**config.mk**
```make
export PLATFORM = sky130hd
export DESIGN_NAME = systolic_skew_feeder_flat
export DESIGN_NICKNAME = d
export VERILOG_FILES = /design/src/rtl/systolic_skew_feeder_if.sv /design/src/rtl/systolic_skew_feeder.sv /design/src/flat_wrapper.sv
export SDC_FILE = /design/constraint.sdc
export NUM_CORES = 1
export LEC_CHECK = 0
export CORE_MARGIN = 2
export CORE_UTILIZATION = 55
export DETAILED_ROUTE_END_ITERATION = 8
export GPL_TIMING_DRIVEN = 0
export MAX_ROUTING_LAYER = met4
export PLACE_DENSITY = 0.95
export SYNTH_ARGS = -nofsm -noshare
export SYNTH_HDL_FRONTEND = slang
export SYNTH_SLANG_ARGS = --single-unit
```
**constraint.sdc**
```tcl
create_clock -name clk -period 11.6 [get_ports clk]
set_input_delay 1.74 -clock clk [delete_from_list [all_inputs] [get_ports clk]]
set_output_delay 1.74 -clock clk [all_outputs]
set_load 0.01 [all_outputs]
```
**src/rtl/systolic_skew_feeder_if.sv**
```systemverilog
// Beat stream into the systolic skew feeder: one K-step per beat, A column plus B row.
interface systolic_skew_feeder_if #(
  parameter int N          = 4,
  parameter int DATA_WIDTH = 8
);
  logic                    s_valid;
  logic                    s_ready;
  logic [N*DATA_WIDTH-1:0] s_a_col;
  logic [N*DATA_WIDTH-1:0] s_b_row;

  modport master (output s_valid, output s_a_col, output s_b_row, input s_ready);
  modport slave  (input s_valid, input s_a_col, input s_b_row, output s_ready);
endinterface

```
**src/rtl/systolic_skew_feeder.sv**
```systemverilog
// Triangular-skew input stage for an N x N PE grid; flushes with zeros and pulses done.
// Optional stall counter output is enabled by defining FEEDER_STALL_CNT_EN.
module systolic_skew_feeder #(
  parameter int N          = 4,
  parameter int DATA_WIDTH = 8,
  parameter int K_W        = 16
) (
  input  logic                    clk,
  input  logic                    rst,
  input  logic                    start,
  input  logic [K_W-1:0]          k_len,
  systolic_skew_feeder_if.slave   s,
  output logic [N*DATA_WIDTH-1:0] west_out,
  output logic [N*DATA_WIDTH-1:0] north_out,
  output logic                    busy,
  output logic                    done
`ifdef FEEDER_STALL_CNT_EN
  ,
  output logic [15:0]             stall_cnt
`endif
);

  localparam int FLUSH_W = $clog2(2 * N) + 1;
  localparam logic [FLUSH_W-1:0] FLUSH_INIT = FLUSH_W'(2 * N - 1);

  typedef enum logic [1:0] {
    IDLE  = 2'd0,
    LOAD  = 2'd1,
    FLUSH = 2'd2,
    DONE  = 2'd3
  } state_t;

  state_t             state_r;
  state_t             state_nxt_s;
  logic [K_W-1:0]     k_len_r;
  logic [K_W-1:0]     beat_cnt_r;
  logic [FLUSH_W-1:0] flush_cnt_r;
  logic               ready_r;
  logic               busy_r;
  logic               done_r;
  logic               fire_s;
  logic               last_beat_s;

  assign fire_s      = (state_r == LOAD) && s.s_valid;
  assign last_beat_s = (beat_cnt_r == (k_len_r - K_W'(1)));
  assign s.s_ready   = ready_r;
  assign busy        = busy_r;
  assign done        = done_r;

  // State register plus flag flops decoded from the next state.
  always_ff @(posedge clk or posedge rst) begin
    if (rst) begin
      state_r <= IDLE;
      ready_r <= 1'b0;
      busy_r  <= 1'b0;
      done_r  <= 1'b0;
    end else begin
      state_r <= state_nxt_s;
      ready_r <= (state_nxt_s == LOAD);
      busy_r  <= (state_nxt_s != IDLE);
      done_r  <= (state_nxt_s == DONE);
    end
  end

  // Next-state logic; flush ends when the counter is about to reach zero so DONE lands 2N after the last beat.
  always_comb begin
    state_nxt_s = state_r;
    case (state_r)
      IDLE: begin
        if (start) begin
          if (k_len != K_W'(0)) begin
            state_nxt_s = LOAD;
          end else begin
            state_nxt_s = DONE;
          end
        end else begin
          state_nxt_s = IDLE;
        end
      end
      LOAD: begin
        if (fire_s && last_beat_s) begin
          state_nxt_s = FLUSH;
        end else begin
          state_nxt_s = LOAD;
        end
      end
      FLUSH: begin
        if (flush_cnt_r == FLUSH_W'(1)) begin
          state_nxt_s = DONE;
        end else begin
          state_nxt_s = FLUSH;
        end
      end
      DONE:    state_nxt_s = IDLE;
      default: state_nxt_s = IDLE;
    endcase
  end

  // Pass bookkeeping: captured length, accepted beats, remaining flush cycles.
  always_ff @(posedge clk or posedge rst) begin
    if (rst) begin
      k_len_r     <= '0;
      beat_cnt_r  <= '0;
      flush_cnt_r <= '0;
    end else begin
      case (state_r)
        IDLE: begin
          if (start) begin
            k_len_r    <= k_len;
            beat_cnt_r <= '0;
          end
        end
        LOAD: begin
          if (fire_s) begin
            beat_cnt_r <= beat_cnt_r + K_W'(1);
            if (last_beat_s) begin
              flush_cnt_r <= FLUSH_INIT;
            end
          end
        end
        FLUSH:   flush_cnt_r <= flush_cnt_r - FLUSH_W'(1);
        default: ;
      endcase
    end
  end

`ifdef FEEDER_STALL_CNT_EN
  logic [15:0] stall_cnt_r;
  assign stall_cnt = stall_cnt_r;

  // Saturating count of LOAD cycles without a beat; held after done until the next start.
  always_ff @(posedge clk or posedge rst) begin
    if (rst) begin
      stall_cnt_r <= 16'h0000;
    end else if ((state_r == IDLE) && start) begin
      stall_cnt_r <= 16'h0000;
    end else if ((state_r == LOAD) && !s.s_valid && (stall_cnt_r != 16'hFFFF)) begin
      stall_cnt_r <= stall_cnt_r + 16'h0001;
    end
  end
`endif

  // Lane i carries i+1 register stages; zero enters whenever no beat is accepted.
  for (genvar i = 0; i < N; i++) begin : g_lane
    logic [DATA_WIDTH-1:0] west_sr_r  [0:i];
    logic [DATA_WIDTH-1:0] north_sr_r [0:i];

    // Skew shift registers for west lane i and north lane i.
    always_ff @(posedge clk or posedge rst) begin
      if (rst) begin
        for (int k = 0; k <= i; k++) begin
          west_sr_r[k]  <= '0;
          north_sr_r[k] <= '0;
        end
      end else begin
        west_sr_r[0]  <= fire_s ? s.s_a_col[i*DATA_WIDTH +: DATA_WIDTH] : '0;
        north_sr_r[0] <= fire_s ? s.s_b_row[i*DATA_WIDTH +: DATA_WIDTH] : '0;
        for (int k = 1; k <= i; k++) begin
          west_sr_r[k]  <= west_sr_r[k-1];
          north_sr_r[k] <= north_sr_r[k-1];
        end
      end
    end

    assign west_out[i*DATA_WIDTH +: DATA_WIDTH]  = west_sr_r[i];
    assign north_out[i*DATA_WIDTH +: DATA_WIDTH] = north_sr_r[i];
  end

endmodule

```
**src/flat_wrapper.sv**
```systemverilog
// flat-port wrapper written by rule: the top's interface ports become plain ports
module systolic_skew_feeder_flat 
#(
  parameter int N          = 4,
  parameter int DATA_WIDTH = 8,
  parameter int K_W        = 16
)
  (clk, rst, start, k_len, west_out, north_out, busy, done, s_s_valid, s_s_a_col, s_s_b_row, s_s_ready);
  systolic_skew_feeder_if #(.N(N), .DATA_WIDTH(DATA_WIDTH)) s_i ();
  input  logic clk;
  input  logic rst;
  input  logic start;
  input  logic [K_W-1:0] k_len;
  output logic [N*DATA_WIDTH-1:0] west_out;
  output logic [N*DATA_WIDTH-1:0] north_out;
  output logic busy;
  output logic done;
  input wire logic [$bits(s_i.s_valid)-1:0] s_s_valid;
  input wire logic [$bits(s_i.s_a_col)-1:0] s_s_a_col;
  input wire logic [$bits(s_i.s_b_row)-1:0] s_s_b_row;
  output wire logic [$bits(s_i.s_ready)-1:0] s_s_ready;
  assign s_i.s_valid = s_s_valid;
  assign s_i.s_a_col = s_s_a_col;
  assign s_i.s_b_row = s_s_b_row;
  assign s_s_ready = s_i.s_ready;
  systolic_skew_feeder #(.N(N), .DATA_WIDTH(DATA_WIDTH), .K_W(K_W)) u_core (.clk(clk), .rst(rst), .start(start), .k_len(k_len), .s(s_i), .west_out(west_out), .north_out(north_out), .busy(busy), .done(done));
endmodule
```
* Yosys cells after proc, flatten, opt, wreduce, memory -nomap -nowiden
Index checks and enable logic that the tools add are counted.
** Word-level totals
- Register bits :: 201
- Input bits :: 84
- Output and inout port bits :: 67
- Logic and storage cells :: 69
** Cells by class
- Add/subtract/negate cells :: 3
- Equality and inequality tests :: 10
- Mux-type cells :: 19
- Reduce and logical (&&, ||, !) cells :: 10
** Operators with widths (count)
- 2-to-1 mux 8 bit :: 8
- 2-to-1 mux 16 bit :: 2
- one-hot mux 16 bit (2 select lines) :: 1
- adder 16 x 1 -> 16 bit, second input constant :: 1
- equality test 16 bit :: 1
- nonzero test 16 bit :: 1
- subtractor 16 x 1 -> 16 bit, second input constant :: 1
- 2-to-1 mux 4 bit :: 2
- one-hot mux 2 bit (4 select lines) :: 1
- one-hot mux 4 bit (2 select lines) :: 1
- equality test 2 bit, second input constant :: 3
- 2-to-1 mux 2 bit :: 3
- AND reduction 3 bit :: 2
- nonzero test 2 bit :: 3
- equality test 2 x 1 -> 1 bit, second input constant :: 2
- equality test 4 x 1 -> 1 bit, second input constant :: 1
- != test 2 x 1 -> 1 bit, second input constant :: 2
- subtractor 4 x 1 -> 4 bit, second input constant :: 1
- logical AND 1 bit :: 2
- logical NOT 2 bit :: 1
- != test 2 bit, second input constant :: 1
- AND reduction 2 bit :: 1
- 2-to-1 mux 1 bit :: 1

* Logic depth before layout (Yosys ltp)
- Depth in word-level cells :: 6
- Depth in mapped cells :: 11
- Depth with buffers taken out :: 10

* Worst setup path after synthesis
Ideal clock, no wire load.
- Path kind :: input to register
- From :: in start
- To :: reg u_core.beat_cnt_r[13]
- Library setup time :: 0.132 ns
- Arrival time :: 2.862 ns
- Required time :: 11.468 ns
- Setup slack :: 8.606 ns
- Stages on the path :: 7
- Path buffers :: 0
- Cell sequence :: mux2i_1 -> a21oi_1 -> nand4_1 -> nor2_1 -> nand3_1 -> xor2_1 -> nor2_1
** On the way
- Cells in the longest elaborated chain, start to end :: 2
** RTL lines
- start, declared :: RTL line flat_wrapper.sv:12 : input logic start;
- != test 2 bit (no line)
- AND reduction 3 bit (no line)
- end signal, assigned :: RTL line systolic_skew_feeder.sv:115 : beat_cnt_r <= beat_cnt_r + K_W'(1);
- end, declared :: RTL line systolic_skew_feeder.sv:36 : logic [K_W-1:0] beat_cnt_r;
Every way passes these cells.
A chain may end at the register's enable or synchronous reset.

* Final worst setup path
- From :: in s_s_valid
- To :: reg u_core.beat_cnt_r[11]
** On the way
- Cells in the longest elaborated chain, start to end :: 3
** RTL lines
- start, declared :: RTL line flat_wrapper.sv:18 : input wire logic [$bits(s_i.s_valid)-1:0] s_s_valid;
- logical AND 1 bit :: RTL line systolic_skew_feeder.sv:44 : assign fire_s = (state_r == LOAD) && s.s_valid;
- != test 2 x 1 -> 1 bit (no line)
- AND reduction 3 bit (no line)
Every way passes these cells.

==> run metrics <==
Slowest cell on crit path clkdlybuf4s50_1; Max Freq 289 MHz; WP data required 11.93 ns; final hold violation count 0; yosys warns 0; core area 0.0131 mm²; Worst Max-Slew Pin Slew 0.627 ns; TritonCTS Sinks 201; Nets 809; fin. max-slew vios 0; post-synthesis sequential area ratio 68.7%; Detail Placement HPWL 11100 µm; First-pass DRT Iterations 4; Routed Antenna Nets 0; fin crit share 29.9%; DR WL met3 1030 µm; drt first-iter violations 442; skew final 0.0106 ns; top sig layer met4; Final WS setup 8.13 ns; n_diodes 0; Worst R2R Start u_core.k_len_r[0]; final core occ 74.1%; total CTS buffers 20; vias 4806; setup TNS 0 ns; Main synth FF type dfrtp_1; CTS tree yes; Root Buffer clkbuf_16; wl on met1 6810 µm; die extent in x 119 µm; worst vdd rail ir drop 119 µV; die area 0.0142 mm²; final worst path period need 3.47 ns; pwr dens 209 mW/mm²; grt ovf 0; asr flop ratio synth 100%; pin count of the biggest net entering global routing 133; Avg Vias per Cell 5.30; flops & latches, synth 201; Unique masters post-synth 53; Hold Crit Class flip-flop to flip-flop; Top cell by count, worst path nor2_1; Post-Syn Area 0.00732 mm²; IO buf count 150; Worst setup EP type flip-flop; crit-path max cell delay 0.65 ns; outcome complete, no violations; Syn Area/Cell 13.4 µm²; DRC 0; Hold Path Origin u_core.g_lane[1].west_sr_r[13]; crit path capture u_core.beat_cnt_r[11]; WL/cell 19.2 µm; R2R Path End u_core.s.s_ready; worst-case reg-to-reg path depth 11; # fillers 795; CP top delay family simple AND/OR/NAND/NOR gates; Post-CTS Setup Bufs 0; Setup-failing EPs final 0; Setup crit start s_s_valid; WP depth 8; post-CTS sizing 0; clk buf depth 3; final wirelength 17400 µm; first-pass GRT wire length 27800 µm; initial antenna violation count 0; layout cells sized above 1 14.2%; CP max FO 7; area grow syn2layout 33.0%; CTS clock-pin slew for the worst setup and hold paths 0.06 ns; Critical Path AT 3.80 ns; leakage power of the design 4.66 nW; RSZ-0062 raised after global routing false; Cells after Synth 545; Post-Syn Nets 636; Clk Latency, worst-skew pair 0.47 ns; Max Cap Viol 0; startpoint types input port; Post-synth EDFFs 0; vias in the first global route 5084; critical path class input port to flip-flop; hold buffers post-CTS 0; met2 wire length 9230 µm; critical-path cell list clkdlybuf4s50_1 -> inv_1 -> a21oi_1 -> nand4_1 -> nor2_1 -> nand3_1 -> xor2_1 -> nor2_1; Initial Util 55.7%; Place WS 7.73 ns; H-tree depth 1; RePlAce Congestion 0.897; I/O Pins 151; Die H 119 µm; Core Rows 42; slew margin rel. 58.2%; worst hold slack 0.342 ns; all-layer global routing usage 25.7%; CP bufs+invs 2; reg2reg setup slack 8.38 ns
-- state kept, by name, indices dropped and copies added, names as in the netlist --
register / count
u_core.done: 1
u_core.g_lane.north_sr_r: 56
u_core.flush_cnt_r: 4
u_core.state_r: 2
u_core.west_out: 24
u_core.beat_cnt_r: 16
u_core.s.s_ready: 1
u_core.busy: 1
u_core.g_lane.west_sr_r: 56
u_core.k_len_r: 16
u_core.north_out: 24
-- Yosys cell counts, drive strengths merged, types with 7 or more instances --
cell	instances	area share [%]
xnor2	15	1.8
nor3	9	0.62
buf	49	5.1
inv	14	0.72
nand3	11	0.75
mux2	19	2.9
clkbuf	21	1.1
and3	67	5.7
ha	7	1.2
nand2	15	0.77
dfrtp	201	69
nor2	26	1.3
xor2	14	1.7
-- cell families (layout without fill, tap and decap cells) --
logic type	count (synthesis)	after routing	synth area share (%)
buf+inv	84	269	6.87
simple gates	166	166	12.7
fa+ha+maj	7	7	1.20
compound gates	38	38	3.95
mux	20	20	3.06
flops	201	201	68.7
xor+xnor	29	29	3.47
-- area by class of cell --
type	instances	area (µm²)	share of cell area, %
flip-flops and latches	201	5030	51.7
multi-input cells	260	1790	18.4
repair buffers	151	1530	15.7
clock buffers	28	592	6.08
plain buffers	70	450	4.63
well taps	176	220	2.26
clock inverters	6	63.8	0.656
inverters	14	60.1	0.617
-- worst min path at each step --
stage                                                 end  depth (start not counted)  slack (ns)
final                                 u_core.west_out[13]                          0        0.34
after global routing       u_core.g_lane[3].west_sr_r[20]                          0        0.35
after CTS                             u_core.west_out[13]                          0        0.34
after detailed placement   u_core.g_lane[2].west_sr_r[13]                          0        0.33
after global placement               u_core.north_out[20]                          0        0.33
after floorplan           u_core.g_lane[2].north_sr_r[10]                          0        0.33
-- layer usage --
metal / vias up / GRT usage (%)
met5: - / -
met4: 0 / 5.44
met3: 31 / 4.17
met2: 188 / 44.5
met1: 2432 / 32.5
li1: 2155 / -
-- report_power, final --
group / internal (mW) / switching (mW)
combinational: 0.249 / 0.237
sequential: 0.826 / 0.0816
clock: 0.378 / 0.259
-- through the flow --
stage / cell area, µm² / std cells / total power, mW
4_1_cts: 9730 / 906 / 2.04
2_1_floorplan: 7320 / 545 / 1.19
3_3_place_gp: 9040 / 871 / 1.35
6_report: 9730 / 906 / 2.03
3_5_place_dp: 9080 / 872 / 1.39
5_1_grt: 9730 / 906 / 2.13
-- worst register-to-register path, stage by stage, from the launching register on --
cell	delay, ns
dfrtp_1	0.44
inv_1	0.09
ha_1	0.23
or4b_1	0.46
clkbuf_1	0.18
or3_1	0.36
a22oi_1	0.21
nand4_1	0.16
a2111oi_2	0.45
a311o_1	0.35
inv_2	0.05
and2_1	0.14
-- placed cells by master, fill, tap and decap left out, types with 15 or more instances in the layout --
cell and instances:
and3_1 67, buf_4 48, clkbuf_1 24, clkbuf_16 21, clkdlybuf4s50_1 150, dfrtp_1 201
mux2_2 17, nand2_1 15, nor2_1 26, xnor2_1 15
Note: power is estimated with default switching activity, not from simulation.
